File: config.mk
export PLATFORM = sky130hd
export DESIGN_NAME = rename_regfile_flat
export DESIGN_NICKNAME = d
export VERILOG_FILES = /design/src/rtl/rf_pkg.sv /design/src/rtl/rename_regfile_if.sv /design/src/rtl/rf_read_bypass.sv /design/src/rtl/rename_regfile.sv /design/src/flat_wrapper.sv
export SDC_FILE = /design/constraint.sdc
export NUM_CORES = 2
export LEC_CHECK = 0
export CAP_MARGIN = 40
export CORE_ASPECT_RATIO = 1.4
export CORE_UTILIZATION = 45
export DETAILED_ROUTE_END_ITERATION = 6
export SLEW_MARGIN = 5
export SYNTH_ARGS = -nofsm -noshare
export SYNTH_HDL_FRONTEND = slang
export SYNTH_SLANG_ARGS = --single-unit
File: constraint.sdc
create_clock -name clk -period 3.8 [get_ports clk]
set_input_delay 0.38 -clock clk [delete_from_list [all_inputs] [get_ports clk]]
set_output_delay 0.38 -clock clk [all_outputs]
set_load 0.03 [all_outputs]
File: src/rtl/rf_pkg.sv
// Shared widths, tag encoding and types for the renaming register file.
// TAG_FREE marks a register whose committed value is ready to use.
package rf_pkg;

  localparam int XLEN_DEF  = 32;
  localparam int TAG_W_DEF = 4;
  localparam int NREG_DEF  = 32;
  localparam int TAG_FREE  = 0;

  function automatic int name_w(input int nreg);
    return (nreg > 1) ? $clog2(nreg) : 1;
  endfunction

  localparam int NAME_W_DEF = name_w(NREG_DEF);

  typedef logic [NAME_W_DEF-1:0] name_t;
  typedef logic [TAG_W_DEF-1:0]  tag_t;
  typedef logic [XLEN_DEF-1:0]   data_t;

endpackage

File: src/rtl/rename_regfile_if.sv
// Dispatch, write-back and read bundle between the core and the rename register file.
// The core side is the master; the register file is the slave.
interface rename_regfile_if #(
  parameter int XLEN  = rf_pkg::XLEN_DEF,
  parameter int NREG  = rf_pkg::NREG_DEF,
  parameter int TAG_W = rf_pkg::TAG_W_DEF,
  parameter int NRD   = 2,
  parameter int NWB   = 2
);
  localparam int NAME_W = rf_pkg::name_w(NREG);

  logic                  flush;
  logic [NWB-1:0]        wb_en;
  logic [NWB*NAME_W-1:0] wb_name;
  logic [NWB*TAG_W-1:0]  wb_tag;
  logic [NWB*XLEN-1:0]   wb_data;
  logic                  dis_en;
  logic [NAME_W-1:0]     dis_name;
  logic [TAG_W-1:0]      dis_tag;
  logic [NRD*NAME_W-1:0] rd_name;
  logic [NRD*XLEN-1:0]   rd_data;
  logic [NRD*TAG_W-1:0]  rd_tag;

  modport master (
    output flush, wb_en, wb_name, wb_tag, wb_data,
    output dis_en, dis_name, dis_tag, rd_name,
    input  rd_data, rd_tag
  );

  modport slave (
    input  flush, wb_en, wb_name, wb_tag, wb_data,
    input  dis_en, dis_name, dis_tag, rd_name,
    output rd_data, rd_tag
  );

endinterface

File: src/rtl/rf_read_bypass.sv
// One read port: forwards a same-cycle write-back whose tag resolves the register,
// otherwise returns the stored value and tag.
module rf_read_bypass
  import rf_pkg::*;
#(
  parameter int XLEN   = XLEN_DEF,
  parameter int NAME_W = NAME_W_DEF,
  parameter int TAG_W  = TAG_W_DEF,
  parameter int NWB    = 2
) (
  input  logic                  rst,
  input  logic [NAME_W-1:0]     rd_name,
  input  logic [NWB-1:0]        wb_en,
  input  logic [NWB*NAME_W-1:0] wb_name,
  input  logic [NWB*TAG_W-1:0]  wb_tag,
  input  logic [NWB*XLEN-1:0]   wb_data,
  input  logic [XLEN-1:0]       st_data,
  input  logic [TAG_W-1:0]      st_tag,
  output logic [XLEN-1:0]       rd_data,
  output logic [TAG_W-1:0]      rd_tag
);

  logic [NWB-1:0] hit;

  genvar gi;
  generate
    for (gi = 0; gi < NWB; gi++) begin : g_hit
      assign hit[gi] = wb_en[gi]
                    && (wb_name[gi*NAME_W +: NAME_W] == rd_name)
                    && (wb_tag[gi*TAG_W +: TAG_W] == st_tag);
    end
  endgenerate

  // Ascending scan so the highest-index matching port is the one that sticks.
  always_comb begin
    rd_data = st_data;
    rd_tag  = st_tag;
    for (int k = 0; k < NWB; k++) begin
      if (hit[k]) begin
        rd_data = wb_data[k*XLEN +: XLEN];
        rd_tag  = TAG_W'(TAG_FREE);
      end
    end
    if (rst || (rd_name == '0)) begin
      rd_data = '0;
      rd_tag  = TAG_W'(TAG_FREE);
    end
  end

endmodule

File: src/rtl/rename_regfile.sv
// Architectural register file holding committed data plus the tag of each register's
// latest in-flight producer, with write-back bypass on reads and flush of all tags.
module rename_regfile
  import rf_pkg::*;
#(
  parameter int XLEN  = XLEN_DEF,
  parameter int NREG  = NREG_DEF,
  parameter int TAG_W = TAG_W_DEF,
  parameter int NRD   = 2,
  parameter int NWB   = 2
) (
  input logic             clk,
  input logic             rst,
  rename_regfile_if.slave bus
);

  localparam int NAME_W = name_w(NREG);

  logic [XLEN-1:0]  data_reg [NREG];
  logic [TAG_W-1:0] tag_reg  [NREG];

  // Later non-blocking assignments win: higher write-back ports override lower ones,
  // dispatch overrides a write-back tag clear, and flush overrides everything on tags.
  always_ff @(posedge clk) begin
    if (rst) begin
      for (int i = 0; i < NREG; i++) begin
        data_reg[i] <= '0;
        tag_reg[i]  <= TAG_W'(TAG_FREE);
      end
    end else begin
      for (int k = 0; k < NWB; k++) begin
        if (bus.wb_en[k] && (bus.wb_name[k*NAME_W +: NAME_W] != '0)) begin
          data_reg[bus.wb_name[k*NAME_W +: NAME_W]] <= bus.wb_data[k*XLEN +: XLEN];
          if (tag_reg[bus.wb_name[k*NAME_W +: NAME_W]] == bus.wb_tag[k*TAG_W +: TAG_W])
            tag_reg[bus.wb_name[k*NAME_W +: NAME_W]] <= TAG_W'(TAG_FREE);
          else
            tag_reg[bus.wb_name[k*NAME_W +: NAME_W]] <= tag_reg[bus.wb_name[k*NAME_W +: NAME_W]];
        end
      end
      if (bus.dis_en && (bus.dis_name != '0) && !bus.flush)
        tag_reg[bus.dis_name] <= bus.dis_tag;
      if (bus.flush) begin
        for (int i = 0; i < NREG; i++)
          tag_reg[i] <= TAG_W'(TAG_FREE);
      end
    end
  end

  genvar gi;
  generate
    for (gi = 0; gi < NRD; gi++) begin : g_rd
      logic [NAME_W-1:0] name;
      logic [XLEN-1:0]   rd_data_w;
      logic [TAG_W-1:0]  rd_tag_w;

      assign name = bus.rd_name[gi*NAME_W +: NAME_W];

      rf_read_bypass #(
        .XLEN  (XLEN),
        .NAME_W(NAME_W),
        .TAG_W (TAG_W),
        .NWB   (NWB)
      ) u_bypass (
        .rst    (rst),
        .rd_name(name),
        .wb_en  (bus.wb_en),
        .wb_name(bus.wb_name),
        .wb_tag (bus.wb_tag),
        .wb_data(bus.wb_data),
        .st_data(data_reg[name]),
        .st_tag (tag_reg[name]),
        .rd_data(rd_data_w),
        .rd_tag (rd_tag_w)
      );

      assign bus.rd_data[gi*XLEN +: XLEN]  = rd_data_w;
      assign bus.rd_tag[gi*TAG_W +: TAG_W] = rd_tag_w;
    end
  endgenerate

endmodule
File: src/flat_wrapper.sv
// flat-port wrapper written by rule: the top's interface ports become plain ports
module rename_regfile_flat import rf_pkg::*;
#(
  parameter int XLEN  = XLEN_DEF,
  parameter int NREG  = NREG_DEF,
  parameter int TAG_W = TAG_W_DEF,
  parameter int NRD   = 2,
  parameter int NWB   = 2
)
  (clk, rst, bus_flush, bus_wb_en, bus_wb_name, bus_wb_tag, bus_wb_data, bus_dis_en, bus_dis_name, bus_dis_tag, bus_rd_name, bus_rd_data, bus_rd_tag);
  rename_regfile_if #(.XLEN(XLEN), .NREG(NREG), .TAG_W(TAG_W), .NRD(NRD), .NWB(NWB)) bus_i ();
  input logic clk;
  input logic rst;
  input wire logic [$bits(bus_i.flush)-1:0] bus_flush;
  input wire logic [$bits(bus_i.wb_en)-1:0] bus_wb_en;
  input wire logic [$bits(bus_i.wb_name)-1:0] bus_wb_name;
  input wire logic [$bits(bus_i.wb_tag)-1:0] bus_wb_tag;
  input wire logic [$bits(bus_i.wb_data)-1:0] bus_wb_data;
  input wire logic [$bits(bus_i.dis_en)-1:0] bus_dis_en;
  input wire logic [$bits(bus_i.dis_name)-1:0] bus_dis_name;
  input wire logic [$bits(bus_i.dis_tag)-1:0] bus_dis_tag;
  input wire logic [$bits(bus_i.rd_name)-1:0] bus_rd_name;
  output wire logic [$bits(bus_i.rd_data)-1:0] bus_rd_data;
  output wire logic [$bits(bus_i.rd_tag)-1:0] bus_rd_tag;
  assign bus_i.flush = bus_flush;
  assign bus_i.wb_en = bus_wb_en;
  assign bus_i.wb_name = bus_wb_name;
  assign bus_i.wb_tag = bus_wb_tag;
  assign bus_i.wb_data = bus_wb_data;
  assign bus_i.dis_en = bus_dis_en;
  assign bus_i.dis_name = bus_dis_name;
  assign bus_i.dis_tag = bus_dis_tag;
  assign bus_i.rd_name = bus_rd_name;
  assign bus_rd_data = bus_i.rd_data;
  assign bus_rd_tag = bus_i.rd_tag;
  rename_regfile #(.XLEN(XLEN), .NREG(NREG), .TAG_W(TAG_W), .NRD(NRD), .NWB(NWB)) u_core (.clk(clk), .rst(rst), .bus(bus_i));
endmodule
==> results.yml <==
run_status:
  status: "finished with violations"
  violations: "DRC, setup timing"
cts:
  clock_sinks: 1152
  root_buffer: "clkbuf_16"
  htreeDepth: 3
  clockBufferDepth: 3
  cts_hold_buf: 0
  cts_inserted_buffers: 115
  tritoncts: "built"
  clkLatencyLatePin_ns: 0.80
  path_clk_slew_ns: 0.07
synth:
  synth_top_area_frac: 0.477
  yosysTopAreaCell: "edfxtp_1"
  avgSynthCellArea_um2: 12.7
  synth_commonest_cells: "edfxtp_1 (1152), nand2_1 (777), mux4_2 (672), clkbuf_1 (531), a22o_1 (483)"
  synth_compound_area_frac: 0.138
  synthTopCellsByArea: "edfxtp_1 (48%), mux4_2 (21%), a22o_1 (5.8%)"
  synth_seq_area_share: 0.477
  synthMuxAreaShare: 0.255
  synth_warnings: 0
  synth_top_family_by_area: "multiplexers"
  syn_area_um2: 72600
  synth_edf_count: 1152
  yosys.area_share.simple: 0.0801
  synth-xor-area-share: 0.00483
  synth_most_common_cell: "edfxtp_1"
  synthAdderAreaFrac: 0
  synth.ff_latch_count: 1152
  synth_ff_type: "edfxtp_1"
  ys_types: 67
  syn-instance-count: 5710
  synthArstFlopShare: 0
floorplanning:
  core_um2: 160000
  rows: 174
  die_area_um2: 163000
  dieWidth_um: 341
  start_util: 0.452
  die_h_um: 477
  io_pins: 179
worst_setup_path:
  cp-end-kind: "primary output"
  cp.arrival_ns: 4.15
  criticalPathCategory: "reg2out"
  slowest_delay_ns: 0.79
  cp-startpoint: "u_core.tag_reg[22][0]"
  crit_slowest_cell: "edfxtp_1"
  required_ns: 3.42
  path_cells: "buf_6 > mux2i_1 > a22oi_1 > nand3_1 > nand4_1 > buf_6 > xor2_1 > nor3_1 > and4_4 > buf_12 > buf_16 > mux2i_4 > o22ai_4 > buf_12"
  r2r_cells: 13
  cp_max_fo: 8
  rr_startpoint: "u_core.tag_reg[22][0]"
  startpoint_type: "register"
sta:
  fin_ws_ns: -0.728
  tns_ns: -43.98
  fin_crit_ns: 4.53
  max_freq_ghz: 0.221
  rsz0062_at_grt: "true"
  finalSetupViolCount: 72
  fin_crit_sh: 1.19
  slew_headroom: 0.285
  skew_ns: 0.0552
  hold_slack_ns: 0.130
  worst_pin_slew_ns: 1.07
  final_hold_viol_count: 0
  slew_violations: 0
placement:
  io_buffers: 178
  pre_cts_slack_ns: -0.149
  dpl_cell_area_um2: 81300
  place_congestion: 1.06
  place_hpwl_um: 219000
grt:
  overflow: 0
  grt_max_degree: 91
  antenna_found_initial: 19
  grt_pass1_vias: 59913
  grt_pass1_wl_um: 483000
  grt_usage: 0.432
route:
  route.detailed.drc: 3
  ant_nets: 0
  vias: 62405
  wl_per_cell_um: 43.9
  routed_wl_um: 357000
  via_per_inst: 7.68
  dr.pass1.iters: 7
  drtIter0Drc: 10781
layout:
  utilization: 0.543
  design_area_um2: 87000
  final_nets: 6012
  area_growth_pct: 19.9
  drive_gt1_frac: 0.311
  largest_reg_flops: 1024
job:
  cap_viol_max_count: 0
pwr:
  p_per_area_nw_per_um2: 386
  irDropWorstVdd_v: 0.000406
  p_leak_nw: 30.3
hold_path:
  min_path_cells: 1
  worstHoldStart: "rst"
  hold_class: "in2reg"
timing repair:
item | 4_1_cts | 5_1_grt
pin swaps | 27 | 13
buffers inserted | 35 | 28
endpoints found under the setup margin | 72 | 79
endpoints found under the hold margin | 0 | 0
cloned | 5 | 2
gates resized for setup | 203 | 77
final timing paths:
kind / to / slack [ns]
hold reg to reg: u_core.tag_reg[6][2] / 1.46
hold / removal: u_core.data_reg[0][5] / 0.13
setup reg to reg: u_core.tag_reg[7][1] / 0.05
setup / recovery: bus_rd_data[16] / -0.73
through the flow:
step	power, mW	instances
floorplan	18.7	5745
global placement	21.4	7847
detailed placement	21.5	7850
CTS	33.2	8092
global route	34.1	8117
finish	33.6	8124
worst max-delay path: cells and delay by family, from the launching register on:
family / cells / cell delay (ns)
XOR/XNOR: 1 / 0.06
multiplexers: 2 / 0.33
flip-flops: 1 / 0.79
AND/OR/NAND/NOR: 4 / 0.92
buffers and inverters: 5 / 0.95
AO/OA/AOI/OAI: 2 / 0.30
cell families (layout without fill, tap and decap cells):
| logic type | Yosys count | after routing |
|---|---|---|
| AO/OA/AOI/OAI | 1371 | 1371 |
| AND/OR/NAND/NOR | 1336 | 1336 |
| flip-flops | 1152 | 1152 |
| multiplexers | 1001 | 1001 |
| buffers and inverters | 809 | 1068 |
| XOR/XNOR | 40 | 40 |
| other | 1 | 44 |
metal layers:
layer,vias to the layer above,share of wire,GRT usage
met5,-,0.00073,0.00595
met4,22,0.11,0.384
met3,1847,0.14,0.142
met2,6503,0.44,0.633
met1,30644,0.31,0.504
li1,23389,-,-
placed cells by master (no fill, tap or decap), drive strengths merged, types with 141 or more instances in the layout:
cell / netlist / routed
edfxtp: 1152 / 1152
nand2: 778 / 778
buf: 238 / 720
mux4: 672 / 672
a22o: 483 / 483
o22ai: 341 / 341
o21ai: 262 / 262
mux2i: 252 / 252
nand3: 177 / 177
nor2: 172 / 172
clkbuf: 531 / 141
area by class of cell:
| class | count | area (um^2) |
|---|---|---|
| fillers | 13063 | 73400 |
| inverters | 40 | 150 |
| diodes | 8 | 20.0 |
| well taps | 2112 | 2640 |
| repair buffers | 812 | 9320 |
| clock inverters | 77 | 774 |
| clock buffers | 139 | 2970 |
| multi-input cells | 3784 | 36600 |
| flip-flops and latches | 1152 | 34600 |
where the power goes:
group,internal [mW],switching (mW),total [mW]
combinational,2.91,3.69,6.61
clock,6.34,5.47,11.8
sequential,14.7,0.494,15.2
(Power assumes the default switching activity.)
